## src/rtl/ecc_result_buffer_if.sv

```systemverilog
// Result handshake bus between the ECC result buffer and its sink.
// The buffer drives the head-of-queue result and valid; the sink drives ready.
interface ecc_result_buffer_if #(
    parameter int DATA_WIDTH = 32
);
    logic [DATA_WIDTH-1:0] res_data;
    logic [1:0]            res_err;
    logic                  res_valid;
    logic                  res_ready;

    modport master (
        output res_data,
        output res_err,
        output res_valid,
        input  res_ready
    );

    modport slave (
        input  res_data,
        input  res_err,
        input  res_valid,
        output res_ready
    );
endinterface

```

## src/rtl/ecc_result_buffer.sv

```systemverilog
// ECC result buffer: queues each completed ECC core operation in a
// first-word-fall-through FIFO, hands results to a sink over valid/ready and
// keeps saturating error statistics. The core never stalls, so a result that
// arrives while the queue is full and nothing leaves is dropped and flagged.
module ecc_result_buffer #(
    parameter int DATA_WIDTH = 32,
    parameter int DEPTH      = 8,
    parameter int CNT_WIDTH  = 16
) (
    input  logic                    clk,
    input  logic                    rst_n,
    input  logic [DATA_WIDTH-1:0]   i_data_out,
    input  logic                    i_operation_done,
    input  logic [1:0]              i_num_of_errors,
    ecc_result_buffer_if.master     o_res,
    output logic [$clog2(DEPTH):0]  o_level,
    output logic                    o_full,
    output logic                    o_overflow,
    input  logic                    i_clr_stats,
    output logic [CNT_WIDTH-1:0]    o_cnt_ops,
    output logic [CNT_WIDTH-1:0]    o_cnt_single,
    output logic [CNT_WIDTH-1:0]    o_cnt_double,
    output logic [CNT_WIDTH-1:0]    o_cnt_dropped
);

    localparam int AW = $clog2(DEPTH);
    localparam int LW = AW + 1;
    localparam int EW = DATA_WIDTH + 2;

    localparam logic [LW-1:0]        FULL_LEVEL = LW'(DEPTH);
    localparam logic [LW-1:0]        LEVEL_ONE  = LW'(1);
    localparam logic [AW-1:0]        PTR_ONE    = AW'(1);
    localparam logic [CNT_WIDTH-1:0] CNT_MAX    = '1;
    localparam logic [CNT_WIDTH-1:0] CNT_ONE    = CNT_WIDTH'(1);

    // Each entry holds {num_of_errors, data_out}; storage is not reset.
    logic [EW-1:0]  r_mem [DEPTH];
    logic [AW-1:0]  r_wrPtr;
    logic [AW-1:0]  r_rdPtr;
    logic [LW-1:0]  r_level;

    logic [CNT_WIDTH-1:0] r_cntOps;
    logic [CNT_WIDTH-1:0] r_cntSingle;
    logic [CNT_WIDTH-1:0] r_cntDouble;
    logic [CNT_WIDTH-1:0] r_cntDropped;
    logic                 r_overflow;

    logic          w_empty;
    logic          w_full;
    logic          w_pop;
    logic          w_push;
    logic          w_drop;
    logic          w_isSingle;
    logic          w_isDouble;
    logic [LW-1:0] w_levelNext;
    logic [EW-1:0] w_head;

    // Counters stop at all-ones instead of wrapping.
    function automatic logic [CNT_WIDTH-1:0] satInc(input logic [CNT_WIDTH-1:0] c);
        return (c == CNT_MAX) ? c : c + CNT_ONE;
    endfunction

    // Handshake decode: a pop frees a slot in the same cycle, so a full queue
    // can still accept a result when the sink takes the head.
    always_comb begin
        w_empty     = (r_level == '0);
        w_full      = (r_level == FULL_LEVEL);
        w_pop       = !w_empty && o_res.res_ready;
        w_push      = i_operation_done && (!w_full || w_pop);
        w_drop      = i_operation_done && !w_push;
        w_isSingle  = (i_num_of_errors == 2'b01);
        w_isDouble  = (i_num_of_errors == 2'b10);
        w_levelNext = r_level;
        if (w_push && !w_pop) begin
            w_levelNext = r_level + LEVEL_ONE;
        end else if (w_pop && !w_push) begin
            w_levelNext = r_level - LEVEL_ONE;
        end
    end

    // Read/write pointers and occupancy; pointers wrap naturally at DEPTH.
    always_ff @(posedge clk or negedge rst_n) begin
        if (!rst_n) begin
            r_wrPtr <= '0;
            r_rdPtr <= '0;
            r_level <= '0;
        end else begin
            if (w_push) begin
                r_wrPtr <= r_wrPtr + PTR_ONE;
            end
            if (w_pop) begin
                r_rdPtr <= r_rdPtr + PTR_ONE;
            end
            r_level <= w_levelNext;
        end
    end

    // Result storage write; contents are only meaningful below the level.
    always_ff @(posedge clk) begin
        if (w_push) begin
            r_mem[r_wrPtr] <= {i_num_of_errors, i_data_out};
        end
    end

    // Statistics: a clear wins over a same-cycle event, which is then not counted.
    always_ff @(posedge clk or negedge rst_n) begin
        if (!rst_n) begin
            r_cntOps     <= '0;
            r_cntSingle  <= '0;
            r_cntDouble  <= '0;
            r_cntDropped <= '0;
            r_overflow   <= 1'b0;
        end else if (i_clr_stats) begin
            r_cntOps     <= '0;
            r_cntSingle  <= '0;
            r_cntDouble  <= '0;
            r_cntDropped <= '0;
            r_overflow   <= 1'b0;
        end else if (i_operation_done) begin
            r_cntOps <= satInc(r_cntOps);
            if (w_isSingle) begin
                r_cntSingle <= satInc(r_cntSingle);
            end
            if (w_isDouble) begin
                r_cntDouble <= satInc(r_cntDouble);
            end
            if (w_drop) begin
                r_cntDropped <= satInc(r_cntDropped);
                r_overflow   <= 1'b1;
            end
        end
    end

    // Head of queue presented first-word-fall-through, forced to zero when empty
    // so stale storage never leaks onto the bus.
    always_comb begin
        w_head          = r_mem[r_rdPtr];
        o_res.res_valid = !w_empty;
        o_res.res_data  = w_empty ? '0 : w_head[DATA_WIDTH-1:0];
        o_res.res_err   = w_empty ? 2'b00 : w_head[EW-1:DATA_WIDTH];
        o_level         = r_level;
        o_full          = w_full;
        o_overflow      = r_overflow;
        o_cnt_ops       = r_cntOps;
        o_cnt_single    = r_cntSingle;
        o_cnt_double    = r_cntDouble;
        o_cnt_dropped   = r_cntDropped;
    end

endmodule

```

## src/flat_wrapper.sv

```systemverilog
// flat-port wrapper written by rule: the top's interface ports become plain ports
module ecc_result_buffer_flat 
#(
    parameter int DATA_WIDTH = 32,
    parameter int DEPTH      = 8,
    parameter int CNT_WIDTH  = 16
)
  (clk, rst_n, i_data_out, i_operation_done, i_num_of_errors, o_level, o_full, o_overflow, i_clr_stats, o_cnt_ops, o_cnt_single, o_cnt_double, o_cnt_dropped, o_res_res_data, o_res_res_err, o_res_res_valid, o_res_res_ready);
  ecc_result_buffer_if #(.DATA_WIDTH(DATA_WIDTH)) o_res_i ();
  input  logic clk;
  input  logic rst_n;
  input  logic [DATA_WIDTH-1:0] i_data_out;
  input  logic i_operation_done;
  input  logic [1:0] i_num_of_errors;
  output logic [$clog2(DEPTH):0] o_level;
  output logic o_full;
  output logic o_overflow;
  input  logic i_clr_stats;
  output logic [CNT_WIDTH-1:0] o_cnt_ops;
  output logic [CNT_WIDTH-1:0] o_cnt_single;
  output logic [CNT_WIDTH-1:0] o_cnt_double;
  output logic [CNT_WIDTH-1:0] o_cnt_dropped;
  output wire logic [$bits(o_res_i.res_data)-1:0] o_res_res_data;
  output wire logic [$bits(o_res_i.res_err)-1:0] o_res_res_err;
  output wire logic [$bits(o_res_i.res_valid)-1:0] o_res_res_valid;
  input wire logic [$bits(o_res_i.res_ready)-1:0] o_res_res_ready;
  assign o_res_res_data = o_res_i.res_data;
  assign o_res_res_err = o_res_i.res_err;
  assign o_res_res_valid = o_res_i.res_valid;
  assign o_res_i.res_ready = o_res_res_ready;
  ecc_result_buffer #(.DATA_WIDTH(DATA_WIDTH), .DEPTH(DEPTH), .CNT_WIDTH(CNT_WIDTH)) u_core (.clk(clk), .rst_n(rst_n), .i_data_out(i_data_out), .i_operation_done(i_operation_done), .i_num_of_errors(i_num_of_errors), .o_res(o_res_i), .o_level(o_level), .o_full(o_full), .o_overflow(o_overflow), .i_clr_stats(i_clr_stats), .o_cnt_ops(o_cnt_ops), .o_cnt_single(o_cnt_single), .o_cnt_double(o_cnt_double), .o_cnt_dropped(o_cnt_dropped));
endmodule
```

## config.mk

```make
export PLATFORM = sky130hd
export DESIGN_NAME = ecc_result_buffer_flat
export DESIGN_NICKNAME = d
export VERILOG_FILES = /design/src/rtl/ecc_result_buffer_if.sv /design/src/rtl/ecc_result_buffer.sv /design/src/flat_wrapper.sv
export SDC_FILE = /design/constraint.sdc
export NUM_CORES = 1
export LEC_CHECK = 0
export CELL_PAD_IN_SITES_DETAIL_PLACEMENT = 1
export CELL_PAD_IN_SITES_GLOBAL_PLACEMENT = 2
export CORE_MARGIN = 5
export CORE_UTILIZATION = 45
export CTS_BUF_LIST = sky130_fd_sc_hd__clkbuf_16
export CTS_CLUSTER_DIAMETER = 80
export CTS_CLUSTER_SIZE = 20
export DETAILED_ROUTE_END_ITERATION = 12
export PLACE_DENSITY = 0.88
export SLEW_MARGIN = 20
export SYNTH_ARGS = -nofsm -noshare
export SYNTH_HDL_FRONTEND = slang
export SYNTH_SLANG_ARGS = --single-unit
```

## constraint.sdc

```tcl
create_clock -name clk -period 8.45 [get_ports clk]
set_clock_uncertainty 0.05 [all_clocks]
set_input_delay 1.2675 -clock clk [delete_from_list [all_inputs] [get_ports clk]]
set_output_delay 1.2675 -clock clk [all_outputs]
set_load 0.01 [all_outputs]
```

==> flow_metrics.env, run 1 <==
export IMPL_chipHeight_um=188
export IMPL_grt_pass1_vias=8653
export IMPL_power_density_nw_per_um2=281
export IMPL_hpwl_mm=19.3
export IMPL_wl_per_cell_um=23.1
export IMPL_synth_flop_cell="edfxtp_1"
export IMPL_drive_above_1_share_pct=13.4
export IMPL_rsz0062_at_grt="false"
export IMPL_synth_edff_count=272
export IMPL_hold_class="reg2reg"
export IMPL_initial_core_util_pct=45.3
export IMPL_clock_latency_ns=0.52
export IMPL_synth_compound_area_share_pct=2.98
export IMPL_core_um2=31400
export IMPL_setup_violations=0
export IMPL_worstSetupEndpointType="output pin"
export IMPL_ys_seq_elements=347
export IMPL_min_delay_start="u_core.o_overflow"
export IMPL_portBuffers=143
export IMPL_ys_warnings_count=0
export IMPL_cts_tree="built"
export IMPL_final_net_count=1025
export IMPL_finalCriticalPeriod_ns=4.60
export IMPL_ys_types=52
export IMPL_synthAdderAreaFrac_pct=0.933
export IMPL_path_max_fanout=56
export IMPL_die_width_um=188
export IMPL_std_cell_rows=65
export IMPL_max_slew_margin_rel_pct=32.8
export IMPL_cp_arrival_ns=3.28
export IMPL_synth_area_top_cells="edfxtp_1, dfrtp_1, mux4_2, mux2i_1, nor2_1"
export IMPL_grtUsageTotal_pct=18.3
export IMPL_drt_wl_total_mm=32.2
export IMPL_start_kind="register"
export IMPL_synth_top_family_by_area="multiplexers"
export IMPL_drv_cap=0
export IMPL_dr_first_iter_drc_count=446
export IMPL_synth_xor_area_share_pct=2.84
export IMPL_p_leak_nw=5.86
export IMPL_grt_max_degree=76
export IMPL_stdcell_count=1395
export IMPL_worstSetupPathType="reg2out"
export IMPL_async_reset_ff_share_pct=21.6
export IMPL_area_growth_pct=18.0
export IMPL_syn_inst=834
export IMPL_io_pins=144
export IMPL_syn_nets=883
export IMPL_grt_pass1_wl_mm=50.7
export IMPL_seq_area_frac_synth_pct=70.7
export IMPL_syn_area_um2=14200
export IMPL_cts_max_path_buffers=3
export IMPL_place_gp_congestion=0.739
export IMPL_max_vdd_ir_drop_mv=0.162
export IMPL_synth_top_area_cell="edfxtp_1"
export IMPL_reg2regPathDepth=11
export IMPL_muxShareOfSynthArea_pct=13.8
export IMPL_status="complete, no violations"
export IMPL_drc=0
export IMPL_finalSetupTns_ns=0
export IMPL_worst_r2r_setup_slack_ns=5.25
export IMPL_ant_nets=0
export IMPL_hold_buffers=0
export IMPL_clk_pin_slew_ns=0.08
export IMPL_grt_overflow_total=0
export IMPL_timing_rr_start="u_core.o_level[0]"
export IMPL_yosysMostFrequentCell="edfxtp_1"
export IMPL_min_path_cells=2
export IMPL_synth_simple_area_share_pct=7.56
export IMPL_r2r_end="u_core.o_level[3]"
export IMPL_synth_area_per_cell_um2=17.0
export IMPL_hold_viol_final=0
export IMPL_h_tree_depth=1
export IMPL_antenna_found_initial=1
export IMPL_hold_path_endpoint="u_core.o_overflow"
export IMPL_tightest_slew_ns=1.01
export IMPL_slew_violations=0
export IMPL_root_buffer="clkbuf_16"
export IMPL_fmax_mhz=217
export IMPL_period_share_pct=54.5
export IMPL_cts_resized=0
export IMPL_cts_buffers=21
export IMPL_via_count=7770
export IMPL_first_pass_iters=5
export IMPL_dpl_cell_count=1355
export IMPL_cts_sinks=347
export IMPL_required_ns=7.13
export IMPL_postCtsSetupBuffers=0
export IMPL_synth_top_cell_area_share_pct=57.5
export IMPL_via_per_inst=5.57
export IMPL_ys_top_cells_by_count="edfxtp_1, nor2_1, dfrtp_1"
export IMPL_die_area_um2=35200
[cells by family after synthesis]
kind of cell	count (synthesis)
AND/OR/NAND/NOR	212
multiplexers	110
AO/OA/AOI/OAI	64
XOR/XNOR	46
flip-flops	347
buffers and inverters	45
adder cells (fa/ha/maj)	10
[cells in the final DEF (no fill, tap or decap), types with 12 or more instances in the layout]
cell type	instances
clkdlybuf4s50_1	141
mux4_2	68
nand2_1	22
mux2i_1	38
edfxtp_1	272
xnor2_1	15
buf_4	12
nand4_1	19
dfrtp_1	72
nand3_1	25
xor2_1	31
nor2_1	81
a21oi_1	21
clkbuf_16	21
inv_1	21
and3_1	17
[registers in the layout, indices dropped and copies added, names as in the netlist]
register,flops
u_core.o_cnt_dropped,16
u_core.o_cnt_single,16
u_core.r_rdPtr,3
u_core.o_cnt_double,16
u_core.r_mem,272
u_core.o_overflow,1
u_core.o_cnt_ops,16
u_core.r_wrPtr,3
u_core.o_level,4
[power breakdown]
part / internal (mW) / switching [mW]
logic: 0.796 / 0.761
clock network: 0.457 / 0.535
registers: 2.06 / 0.104
[metrics by stage]
stage / utilization [%] / cell area [um2] / power [mW] / hold slack, ns / setup slack (ns)
global route: 53.4 / 16800 / 4.97 / 0.517 / 3.62
CTS: 53.4 / 16800 / 4.79 / 0.483 / 3.44
global placement: 51.5 / 16200 / 3.73 / 0.437 / 4.15
detailed placement: 51.5 / 16200 / 3.79 / 0.464 / 4.03
finish: 53.4 / 16800 / 4.71 / 0.473 / 3.85
floorplan: - / 14200 / 3.10 / 0.440 / 3.68
[area by class of cell]
type                       count  area [um2]
antenna                        2        5.00
clock buffer                  21         526
clock inverter                17        77.6
fill                        2915       14600
inverter                       8        30.0
multi-input combinational    442        4050
sequential                   347       10100
tap                          402         503
timing repair buffer         156        1530
[critical path: stages, from the launching register on]
cell and delay [ns]:
dfrtp_4 0.61, buf_6 0.67, mux4_2 0.60, mux2i_1 0.22, nor2_1 0.12, clkdlybuf4s50_1 0.52
[per-layer routing]
| metal | global-route usage (%) | wire, um | vias to the layer above |
|---|---|---|---|
| met5 | 0 | 0 | - |
| met1 | 24.0 | 13500 | 4002 |
| met4 | 3.75 | 505 | 0 |
| li1 | - | - | 3541 |
| met3 | 4.30 | 2070 | 33 |
| met2 | 31.4 | 16100 | 194 |
[worst max path at each step]
| stage | startpoint | to | slack (ns) | depth (start not counted) |
|---|---|---|---|---|
| 3_3_place_gp | u_core.r_rdPtr[0] | o_res_res_data[3] | 4.15 | 5 |
| 6_report | u_core.r_rdPtr[0] | o_res_res_err[1] | 3.85 | 5 |
| 4_1_cts | u_core.r_rdPtr[0] | o_res_res_err[1] | 3.44 | 5 |
| 5_1_grt | u_core.r_rdPtr[0] | o_res_res_err[1] | 3.62 | 5 |
| 3_5_place_dp | u_core.r_rdPtr[0] | o_res_res_err[1] | 4.03 | 5 |
| 2_1_floorplan | i_operation_done | u_core.r_mem[0][0] | 3.68 | 4 |
(Power assumes the default switching activity.)
==> run 2, diff against run 1 <==
CORE_UTILIZATION = 42   (was 45)
PLACE_DENSITY = 0.83   (was 0.88)
clock period = 4.3 ns   (was 8.45 ns; I/O delays follow)
==> run 2 against run 1 <==
Wire length rose by 1.7%. Final cell count up 3.5%. Final area up 1.3%. Highest routed layer is now met5. Critical path depth unchanged. Global-route usage shrank 0.88 points.
==> flow_metrics.env, run 2 (synthesis gave the netlist of run 1 again) <==
export IMPL_status="complete, no violations"
export IMPL_ant_nets=0
export IMPL_p_leak_nw=5.93
export IMPL_core_um2=33400
export IMPL_start_kind="register"
export IMPL_root_buffer="clkbuf_16"
export IMPL_grt_pass1_wl_mm=52.1
export IMPL_std_cell_rows=67
export IMPL_grt_overflow_total=0
export IMPL_dpl_instance_area_um2=16300
export IMPL_r2r_end="u_core.o_level[3]"
export IMPL_cpPeakStageDelay_ns=0.78
export IMPL_wl_per_cell_um=22.7
export IMPL_setup_violations=0
export IMPL_cts_buffers=21
export IMPL_initial_core_util_pct=42.5
export IMPL_finalCriticalPeriod_ns=3.73
export IMPL_rsz0062_at_grt="false"
export IMPL_dr_first_iter_drc_count=403
export IMPL_path_cells="buf_4 -> mux4_2 -> mux2i_1 -> nor2_1 -> clkdlybuf4s50_1"
export IMPL_postCtsSetupBuffers=0
export IMPL_worstSetupPathType="reg2out"
export IMPL_clk_pin_slew_ns=0.08
export IMPL_h_tree_depth=1
export IMPL_hpwl_mm=20.7
export IMPL_io_pins=144
export IMPL_hold_class="in2async"
export IMPL_hold_viol_final=0
export IMPL_worstSetupEndpointType="output pin"
export IMPL_largest_reg_flops=272
export IMPL_path_max_fanout=30
export IMPL_grtUsageTotal_pct=17.4
export IMPL_portBuffers=143
export IMPL_period_share_pct=86.7
export IMPL_area_growth_pct=19.6
export IMPL_fmax_mhz=268
export IMPL_stdcell_count=1444
export IMPL_cp_arrival_ns=3.03
export IMPL_chipHeight_um=194
export IMPL_max_slew_margin_rel_pct=42.4
export IMPL_via_per_inst=5.43
export IMPL_finalInstanceArea_um2=17000
export IMPL_finalSetupTns_ns=0
export IMPL_final_net_count=1030
export IMPL_largest_register="u_core.r_mem"
export IMPL_num_antenna_cells=0
export IMPL_first_pass_iters=5
export IMPL_totalPowerFinal_mw=9.47
export IMPL_die_width_um=194
export IMPL_drv_cap=0
export IMPL_place_gp_congestion=0.774
export IMPL_power_density_nw_per_um2=557
export IMPL_cts_tree="built"
export IMPL_die_area_um2=37600
export IMPL_slew_violations=0
export IMPL_reg2regPathDepth=11
export IMPL_grt_pass1_vias=8667
export IMPL_preCtsSetupSlack_ns=1.07
export IMPL_via_count=7835
export IMPL_drive_above_1_share_pct=14.0
export IMPL_antenna_found_initial=1
export IMPL_final_cell_mix="edfxtp_1, clkdlybuf4s50_1, nor2_1"
export IMPL_final_common_cell="edfxtp_1"
export IMPL_worst_r2r_setup_slack_ns=1.20
export IMPL_max_vdd_ir_drop_mv=0.254
export IMPL_required_ns=3.61
export IMPL_hold_buffers=0
export IMPL_cts_max_path_buffers=3
export IMPL_cts_resized=0
export IMPL_clock_latency_ns=0.53
export IMPL_tightest_slew_ns=0.857
export IMPL_slowest_stage="dfrtp_2"
export IMPL_cts_sinks=347
export IMPL_drc=0
export IMPL_drt_wl_total_mm=32.7
export IMPL_grt_max_degree=63
export IMPL_timing_rr_start="u_core.o_level[0]"
export IMPL_fin_ws_ns=0.573
export IMPL_dpl_cell_count=1406
==> run 2: area by class of cell <==
cell class / count / area (um2)
Multi-Input combinational cell: 442 / 4050
Clock buffer: 23 / 576
Timing Repair Buffer: 161 / 1630
Tap cell: 448 / 561
Fill cell: 3122 / 16500
Inverter: 8 / 30.0
Sequential cell: 347 / 10100
Clock inverter: 15 / 87.6
==> run 2: worst max path at each step <==
stage / start / to / slack, ns / cells after the start
3_3_place_gp: o_res_res_ready / u_core.o_level[3] / 1.13 / 11
6_report: u_core.r_rdPtr[1] / o_res_res_data[20] / 0.57 / 5
5_1_grt: u_core.r_rdPtr[1] / o_res_res_data[20] / 0.48 / 5
2_1_floorplan: i_operation_done / u_core.r_mem[0][0] / 0.15 / 4
4_1_cts: u_core.r_rdPtr[1] / o_res_res_data[20] / 0.51 / 5
3_5_place_dp: o_res_res_ready / u_core.o_level[3] / 1.07 / 11
==> run 2: metrics by stage <==
| step | utilization [%] | hold WS [ns] |
|---|---|---|
| final | 50.8 | 0.142 |
| after global routing | 50.8 | 0.199 |
| after CTS | 50.8 | 0.175 |
| after detailed placement | 48.8 | 0.444 |
| after floorplan | - | 0.299 |
| after global placement | 48.8 | 0.436 |
==> run 2: metal layers <==
layer | vias to the layer above | wire length [um] | global-route usage, %
met4 | 2 | 521 | 3.10
met2 | 157 | 16300 | 29.7
li1 | 3552 | - | -
met3 | 30 | 1660 | 3.32
met1 | 4094 | 14300 | 23.7
met5 | - | 7 | 0
==> run 2: report_power, final <==
part           internal [mW]  switching [mW]  total, mW
Clock                   1.03            1.06       2.09
Combinational           1.61            1.47       3.08
Sequential              4.04           0.261       4.30
==> run 2: worst max-delay path, delay by kind of cell (launching register included) <==
| kind | cells | cell delay, ns |
|---|---|---|
| flops | 1 | 0.78 |
| buf+inv | 2 | 1.04 |
| mux | 2 | 0.58 |
| simple gates | 1 | 0.10 |
==> run 3, diff against run 2 <==
GPL_ROUTABILITY_DRIVEN = 0   (was default)
==> results of run 3 <==
No change in the layout: final DEF, timing and power equal those of run 2.
